[src/rtl/prog_loader.sv]
// Boot loader: streams words into RAM from an aligned base, reads them back to verify a 16-bit checksum, then pulses cpu_start.
// One RAM write the cycle after each accepted beat; readback takes word_count+1 cycles; s_ready drops after the last beat or on overflow.
module prog_loader #(
    parameter int ADDR_WIDTH = 12,
    parameter int DATA_WIDTH = 16,
    parameter int MAX_WORDS  = 2048
) (
    input  logic                  clk,
    input  logic                  rst,
    input  logic                  load_go,
    input  logic [ADDR_WIDTH-1:0] base_addr,
    input  logic                  s_valid,
    input  logic [DATA_WIDTH-1:0] s_data,
    input  logic                  s_last,
    output logic                  s_ready,
    output logic [ADDR_WIDTH-1:0] ram_addr,
    output logic [DATA_WIDTH-1:0] ram_wdata,
    input  logic [DATA_WIDTH-1:0] ram_rdata,
    output logic                  ram_cs,
    output logic                  ram_we,
    output logic                  ram_oe,
    output logic                  busy,
    output logic                  done,
    output logic                  err,
    output logic [11:0]           word_count,
    output logic                  cpu_start,
    output logic [15:0]           cpu_pc
);

    localparam logic [ADDR_WIDTH-1:0] ALIGN_MASK     = ~(ADDR_WIDTH'(1));
    localparam logic [ADDR_WIDTH-1:0] LAST_WORD_ADDR = ALIGN_MASK;
    localparam logic [ADDR_WIDTH-1:0] ADDR_STEP      = ADDR_WIDTH'(2);
    localparam logic [11:0]           MAX_CNT        = 12'(MAX_WORDS);

    typedef enum logic [2:0] {
        ST_IDLE,
        ST_LOAD,
        ST_VRD,
        ST_DONE,
        ST_ERR
    } state_t;

    state_t                state_q, state_d;
    logic [ADDR_WIDTH-1:0] base_q, base_d;
    logic [ADDR_WIDTH-1:0] wr_addr_q, wr_addr_d;
    logic [DATA_WIDTH-1:0] sum_q, sum_d;
    logic [DATA_WIDTH-1:0] vsum_q, vsum_d;
    logic [11:0]           vcyc_q, vcyc_d;
    logic                  fin_q, fin_d;
    logic                  ovf_q, ovf_d;

    logic                  s_ready_q, s_ready_d;
    logic [ADDR_WIDTH-1:0] ram_addr_q, ram_addr_d;
    logic [DATA_WIDTH-1:0] ram_wdata_q, ram_wdata_d;
    logic                  ram_cs_q, ram_cs_d;
    logic                  ram_we_q, ram_we_d;
    logic                  ram_oe_q, ram_oe_d;
    logic                  busy_q, busy_d;
    logic                  done_q, done_d;
    logic                  err_q, err_d;
    logic [11:0]           word_count_q, word_count_d;
    logic                  cpu_start_q, cpu_start_d;
    logic [15:0]           cpu_pc_q, cpu_pc_d;

    logic                  accept;

    always_comb begin
        state_d      = state_q;
        base_d       = base_q;
        wr_addr_d    = wr_addr_q;
        sum_d        = sum_q;
        vsum_d       = vsum_q;
        vcyc_d       = vcyc_q;
        fin_d        = fin_q;
        ovf_d        = ovf_q;
        s_ready_d    = s_ready_q;
        ram_addr_d   = ram_addr_q;
        ram_wdata_d  = ram_wdata_q;
        ram_cs_d     = ram_cs_q;
        ram_we_d     = 1'b0;
        ram_oe_d     = ram_oe_q;
        busy_d       = busy_q;
        done_d       = done_q;
        err_d        = err_q;
        word_count_d = word_count_q;
        cpu_start_d  = 1'b0;
        cpu_pc_d     = cpu_pc_q;
        accept       = (state_q == ST_LOAD) && s_valid && s_ready_q;

        case (state_q)
            ST_IDLE, ST_DONE, ST_ERR: begin
                if (load_go) begin
                    state_d      = ST_LOAD;
                    base_d       = base_addr & ALIGN_MASK;
                    wr_addr_d    = base_addr & ALIGN_MASK;
                    sum_d        = '0;
                    word_count_d = '0;
                    fin_d        = 1'b0;
                    ovf_d        = 1'b0;
                    s_ready_d    = 1'b1;
                    busy_d       = 1'b1;
                    done_d       = 1'b0;
                    err_d        = 1'b0;
                    ram_cs_d     = 1'b0;
                    ram_oe_d     = 1'b0;
                end
            end

            ST_LOAD: begin
                ram_cs_d = 1'b0;
                if (fin_q) begin
                    // final word's write is on the bus this cycle; start readback next
                    state_d    = ST_VRD;
                    ram_addr_d = base_q;
                    ram_cs_d   = 1'b1;
                    ram_oe_d   = 1'b1;
                    vsum_d     = '0;
                    vcyc_d     = '0;
                end else if (ovf_q) begin
                    state_d = ST_ERR;
                    busy_d  = 1'b0;
                    err_d   = 1'b1;
                end else if (accept) begin
                    ram_addr_d   = wr_addr_q;
                    ram_wdata_d  = s_data;
                    ram_cs_d     = 1'b1;
                    ram_we_d     = 1'b1;
                    wr_addr_d    = wr_addr_q + ADDR_STEP;
                    word_count_d = word_count_q + 12'd1;
                    sum_d        = sum_q + s_data;
                    if (s_last) begin
                        fin_d     = 1'b1;
                        s_ready_d = 1'b0;
                    end else if ((wr_addr_q == LAST_WORD_ADDR) ||
                                 (word_count_q + 12'd1 == MAX_CNT)) begin
                        // the next address would wrap or exceed the session limit
                        ovf_d     = 1'b1;
                        s_ready_d = 1'b0;
                    end
                end
            end

            ST_VRD: begin
                // data for the address presented last cycle arrives now
                if (vcyc_q != 12'd0) begin
                    vsum_d = vsum_q + ram_rdata;
                end
                if (vcyc_q + 12'd1 < word_count_q) begin
                    ram_addr_d = ram_addr_q + ADDR_STEP;
                end else begin
                    ram_cs_d = 1'b0;
                    ram_oe_d = 1'b0;
                end
                if (vcyc_q == word_count_q) begin
                    busy_d = 1'b0;
                    if (vsum_d == sum_q) begin
                        state_d     = ST_DONE;
                        done_d      = 1'b1;
                        cpu_start_d = 1'b1;
                        cpu_pc_d    = 16'(base_q);
                    end else begin
                        state_d = ST_ERR;
                        err_d   = 1'b1;
                    end
                end
                vcyc_d = vcyc_q + 12'd1;
            end

            default: begin
                state_d = ST_IDLE;
            end
        endcase
    end

    always_ff @(posedge clk or posedge rst) begin
        if (rst) begin
            state_q      <= ST_IDLE;
            base_q       <= '0;
            wr_addr_q    <= '0;
            sum_q        <= '0;
            vsum_q       <= '0;
            vcyc_q       <= '0;
            fin_q        <= 1'b0;
            ovf_q        <= 1'b0;
            s_ready_q    <= 1'b0;
            ram_addr_q   <= '0;
            ram_wdata_q  <= '0;
            ram_cs_q     <= 1'b0;
            ram_we_q     <= 1'b0;
            ram_oe_q     <= 1'b0;
            busy_q       <= 1'b0;
            done_q       <= 1'b0;
            err_q        <= 1'b0;
            word_count_q <= '0;
            cpu_start_q  <= 1'b0;
            cpu_pc_q     <= '0;
        end else begin
            state_q      <= state_d;
            base_q       <= base_d;
            wr_addr_q    <= wr_addr_d;
            sum_q        <= sum_d;
            vsum_q       <= vsum_d;
            vcyc_q       <= vcyc_d;
            fin_q        <= fin_d;
            ovf_q        <= ovf_d;
            s_ready_q    <= s_ready_d;
            ram_addr_q   <= ram_addr_d;
            ram_wdata_q  <= ram_wdata_d;
            ram_cs_q     <= ram_cs_d;
            ram_we_q     <= ram_we_d;
            ram_oe_q     <= ram_oe_d;
            busy_q       <= busy_d;
            done_q       <= done_d;
            err_q        <= err_d;
            word_count_q <= word_count_d;
            cpu_start_q  <= cpu_start_d;
            cpu_pc_q     <= cpu_pc_d;
        end
    end

    assign s_ready    = s_ready_q;
    assign ram_addr   = ram_addr_q;
    assign ram_wdata  = ram_wdata_q;
    assign ram_cs     = ram_cs_q;
    assign ram_we     = ram_we_q;
    assign ram_oe     = ram_oe_q;
    assign busy       = busy_q;
    assign done       = done_q;
    assign err        = err_q;
    assign word_count = word_count_q;
    assign cpu_start  = cpu_start_q;
    assign cpu_pc     = cpu_pc_q;

endmodule

[config.mk]
export PLATFORM = sky130hd
export DESIGN_NAME = prog_loader
export DESIGN_NICKNAME = d
export VERILOG_FILES = /design/src/rtl/prog_loader.sv
export SDC_FILE = /design/constraint.sdc
export NUM_CORES = 1
export LEC_CHECK = 0
export ABC_CLOCK_PERIOD_IN_PS = 11100
export BUFFER_PORTS_ARGS = -buffer_cell sky130_fd_sc_hd__buf_2
export CELL_PAD_IN_SITES_DETAIL_PLACEMENT = 0
export CELL_PAD_IN_SITES_GLOBAL_PLACEMENT = 2
export CORE_MARGIN = 2
export CORE_UTILIZATION = 38
export DETAILED_ROUTE_END_ITERATION = 10
export PLACE_DENSITY_LB_ADDON = 0.1
export SYNTH_ARGS = -nofsm -noshare
export SYNTH_HDL_FRONTEND = slang
export SYNTH_SLANG_ARGS = --single-unit
[constraint.sdc]
create_clock -name clk -period 11.1 [get_ports clk]
set_clock_uncertainty 0.2 [all_clocks]
set_input_delay 1.11 -clock clk [delete_from_list [all_inputs] [get_ports clk]]
set_output_delay 1.11 -clock clk [all_outputs]
set_load 0.02 [all_outputs]
---- After elaboration in Yosys (flattened, before gate mapping) ----
Cells that the tools add are included.
operators by class
  bitwise gates (word level) .............. 2
  div/mod/pow operators ................... 0
  multipliers ............................. 0
  magnitude comparators ................... 1
  eq/ne operators ......................... 23
  shifts and indexed selects .............. 0
  reductions and logical operators ........ 25
  add/subtract/negate cells ............... 6
  muxes and demuxes ....................... 75
operators by type and width
  cell                                                  number
  two-way mux 12 bit                                    13
  two-way mux 16 bit                                    7
  case mux 12 bit (2 select lines)                      4
  case mux 16 bit (2 select lines)                      2
  two-way mux 1 bit                                     35
  adder 16 bit                                          2
  adder 12 x 1 -> 12 bit (second input constant)        2
  adder 12 x 2 -> 12 bit (second input constant)        2
  equality test 12 bit (second input constant)          2
  inequality test 2 bit (second input constant)         11
  equality test 16 bit                                  1
  AND reduction 4 bit                                   4
  two-way mux 3 bit                                     5
  equality test 12 bit                                  1
  less-than comparator 12 bit                           1
  case mux 1 bit (3 select lines)                       4
  AND reduction 3 bit                                   4
  AND reduction 6 bit                                   2
  nonzero test 12 bit                                   1
  AND reduction 5 bit                                   2
  inequality test 3 bit (second input constant)         3
  case mux 3 bit (3 select lines)                       1
  case mux 1 bit (2 select lines)                       4
  equality test 3 x 2 -> 1 bit (second input constant)  2
  other kinds (11)                                      17
storage, ports and cells
  latch bits .............................. 0
  logic and storage cells ................. 152
  memory bits (read-only) ................. 0
  bits in registers ....................... 131
  bits in writable memories ............... 0
  input port bits ......................... 49
  memories ................................ 0

---- Longest topological paths before layout ----
  depth after elaboration ................. 9
  mapped depth ............................ 16
  gate-level depth less buffers ........... 15

---- Worst setup path before layout ----
Ideal clock, no wire load.
  path type ............................... input -> register
  from .................................... input port ram_rdata[0]
  to ...................................... register cpu_pc_q[10], in the netlist cpu_pc[10]
  arrival ................................. 4.275 ns
  data required time ...................... 10.775 ns
  stages on the path ...................... 14
  path buffers ............................ 1
  slack ................................... 6.499 ns
  library setup time ...................... 0.125 ns
  path through ............................ ha_1 inv_1 fa_1 nand2b_1 a21oi_1 o211ai_1 a22oi_1 mux2_1 and3_1 o31ai_1 o2111ai_2 or2_4 buf_6 mux2_4
on the way
  longest elaborated chain between the ends .. 5
RTL lines
  what                           line  source
  start: declaration             18    input logic [DATA_WIDTH-1:0] ram_rdata,
  adder 16 bit                   146   vsum_d = vsum_q + ram_rdata;
  two-way mux 16 bit             145   if (vcyc_q != 12'd0) begin
  two-way mux 16 bit             90    case (state_q)
  equality test 16 bit           156   if (vsum_d == sum_q) begin
  AND reduction 3 bit (no line)  n/a
  end signal: assignment         217   cpu_pc_q <= cpu_pc_d;
  end: declaration               63    logic [15:0] cpu_pc_q, cpu_pc_d;
No other way between the ends. The select of a mux whose other input is x is not followed.
A chain may end at the register's enable or synchronous reset.

---- Worst setup path after layout ----
  from .................................... input port ram_rdata[0]
  to ...................................... register cpu_pc_q[11], in the netlist cpu_pc[11]
The elaborated chain is that of the path after synthesis.

==> qor.yml <==
run_status:
  status: "complete, no violations"
pwr:
  pwr_density_cell_nw_per_um2: 275.5
  cellLeakagePower_nw: 4.840
  finalPower_mw: 2.694
  worst_ir_drop_vdd_v: 0.0001093
synth:
  synth-adder-area-share_pct: 7.404
  synthTopCellsByArea: "sky130_fd_sc_hd__dfrtp_1, sky130_fd_sc_hd__nand2_1, sky130_fd_sc_hd__ha_1"
  syn_area_per_cell_um2: 8.692
  complex_gate_fraction_of_the_synthesized_area_pct: 19.23
  async_reset_ff_share_pct: 100.0
  synth_largest_area_cell: "sky130_fd_sc_hd__dfrtp_1"
  synth_cell_types: 72
  synth_top_family_by_area: "simple AND/OR/NAND/NOR gates"
  synth-edff-count: 0
  yosysSeqAreaShare_pct: 38.35
  yosys_register_bits: 130
  post_synth_inst_count: 976
  count_of_synthesis_stage_warnings_from_yosys: 0
  dominantRegCellSynth: "sky130_fd_sc_hd__dfrtp_1"
  post_synthesis_share_of_cell_area_spent_on_xor_and_xnor_gates_pct: 7.198
  syn_area_um2: 8483
  synth.mux.area_fraction_pct: 4.071
  synth-simple-area-share_pct: 19.62
  synth_top_area_share_pct: 38.35
detailed_routing:
  remaining_drc_errors: 0
  initial_detailed_routing_violation_count: 358
  drt_pre_antenna_iters: 4
  detail_route.wl_per_cell_um: 17.92
  detail-route-antenna-nets: 0
  drt_via_density: 5.426
  vias_post_dr: 7347
  routed_wirelength_mm: 24.27
finish:
  layout-area-overhead-vs-synth_pct: 15.28
  fin_cells: 1354
  stdcell_area_um2: 9779
  num_antenna_cells: 0
  layout.cells.most_common: "sky130_fd_sc_hd__nand2_1"
  final_core_utilization_pct: 44.67
  final_net_count: 1159
  final_cell_mix: "sky130_fd_sc_hd__nand2_1, sky130_fd_sc_hd__dfrtp_1, sky130_fd_sc_hd__buf_2, sky130_fd_sc_hd__o21ai_0, sky130_fd_sc_hd__nor2_1"
  final_layout_size_suffix_gt1_share_pct: 16.39
placement:
  cells_after_dpl: 1322
  detailed_place.area_um2: 9214
  io_buffers: 106
  place.gp.congestion: 0.7817
  dp_slack_ps: 5766
  dp_hpwl_mm: 17.32
floorplanning:
  floorplan.die.height_um: 153.4
  initial_utilization_pct: 38.75
  dieWidth_um: 153.4
  io_pins: 113
  die_area_um2: 23530
  floorplan.core_area_um2: 21890
  num_rows: 54
timing:
  unrepaired_setup_endpoints_after_global_routing: "no"
  fin_crit_ps: 4879
  timing.fmax_mhz: 205.0
  hold_viol: 0
  final_max_slew_viol_count: 0
  slew_headroom_pct: 29.60
  postLayoutSetupSlackWorst_ps: 6221
  setup_viol: 0
  timing.hold.ws_ps: 274.0
  finalCritPeriodShare_pct: 43.95
  worst_slew_pin_slew_ps: 1056
  finalSetupTns_ps: 0
clock_tree:
  cts_resized: 0
  cts_made_buffers: 17
  cts_sinks: 130
  holdBufCountCts: 0
  cts_root_buf: "sky130_fd_sc_hd__clkbuf_16"
  tritoncts: "built"
  clk_transition_reported_paths_ps: 60
  insertion_delay_to_the_later_sink_of_the_worst_skew_pair_ps: 440
  ctsLongestPathBuffers: 2
  post-cts-setup-buffer-count: 0
  ctsHtreeMaxLevel: 4
worst_setup_path:
  critical_path_class: "in2reg"
  cp-end-kind: "register"
  arrival_time_of_the_worst_setup_path_ps: 4990
  required_arrival_time_at_the_worst_endpoint_ps: 11210
  critical_path.max_fanout: 11
  start_kind: "input port"
global_routing:
  gr-usage-all-layers_pct: 21.04
  first_global_vias: 7165
  initial_antenna_violation_count: 0
  grt_max_degree: 80
  grt_pass1_wl_mm: 39.65
  global_route.overflow_total: 0
flow_run:
  max_cap_violations: 0
worst_hold_path:
  worst_min_delay_path_category: "reg2reg"
==> logic make-up (layout without fill, tap and decap cells) <==
| logic type | after synthesis | in the layout |
|---|---|---|
| other cells | 1 | 5 |
| buf+inv | 81 | 175 |
| simple gates | 364 | 364 |
| mux | 29 | 29 |
| fa+ha+maj | 49 | 49 |
| compound gates | 254 | 254 |
| xor+xnor | 68 | 68 |
| flops | 130 | 130 |
==> critical path, stage by stage <==
cell                        delay (ps)
sky130_fd_sc_hd__buf_2              80
sky130_fd_sc_hd__ha_1              170
sky130_fd_sc_hd__inv_1              60
sky130_fd_sc_hd__fa_1              390
sky130_fd_sc_hd__nand2b_1          180
sky130_fd_sc_hd__a21oi_1           350
sky130_fd_sc_hd__o211ai_1          240
sky130_fd_sc_hd__a22oi_1           320
sky130_fd_sc_hd__mux2_1            400
sky130_fd_sc_hd__and3_1            180
sky130_fd_sc_hd__o31ai_1           370
sky130_fd_sc_hd__o2111ai_2         360
sky130_fd_sc_hd__or2_4             440
sky130_fd_sc_hd__mux2_1            340
==> layout make-up <==
type	instances	area (µm²)
sequential	130	3253
fill	2254	12110
clock inverter	14	136.4
tap	280	350.3
clock buffer	18	429.2
inverter	29	113.9
timing repair buffer	114	590.6
multi-input combinational	769	4906
==> routing by layer <==
layer | wire (µm) | part of all wire (%) | track usage (%)
met5 | 0 | 0 | 0
met4 | 192 | 0.79 | 4.631
met3 | 965 | 4.0 | 3.884
met2 | 10640 | 44 | 31.85
met1 | 12470 | 51 | 31.33
==> power breakdown <==
group / internal [mW] / switching [mW] / total [mW]
Sequential: 0.632 / 0.186 / 0.818
Clock: 0.297 / 0.251 / 0.548
Combinational: 0.500 / 0.829 / 1.33
Total: 1.43 / 1.27 / 2.69
==> synth_stat cells (all sizes together), types with 6 or more instances <==
cell type,count
o22ai,11
o211ai,6
a21oi,52
o21a,6
nor3,16
inv,28
a31oi,13
a22o,17
ha,47
and3,19
xor2,40
nand2,165
xnor2,27
nand4,6
mux2,14
a21o,13
nor4,11
nand2b,10
nor2,71
dfrtp,130
o31ai,9
o21ai,92
mux2i,15
nand3,43
a211oi,7
nor2b,6
buf,12
clkbuf,40
==> worst paths after layout <==
kind                       slack [ps]             to  cells after the start          from
setup / recovery                 6220     cpu_pc[11]                     14  ram_rdata[0]
hold reg to reg                   270   ram_wdata[9]                      2  ram_wdata[9]
setup reg to reg                 6590     cpu_pc[11]                     13     vsum_q[0]
min in group asynchronous         530      vsum_q[5]                      2           rst
hold / removal                    270   ram_wdata[9]                      2  ram_wdata[9]
max in group asynchronous        8730  ram_wdata[14]                      3           rst
==> flip-flops by register name (all words and copies together) (netlist names), 3 cells and up <==
register    cells
ram_wdata      16
sum_q          16
vsum_q         16
ram_addr       12
vcyc_q         12
word_count     12
base_q         11
cpu_pc         11
wr_addr_q      11
state_q         3
(Power assumes the default switching activity.)
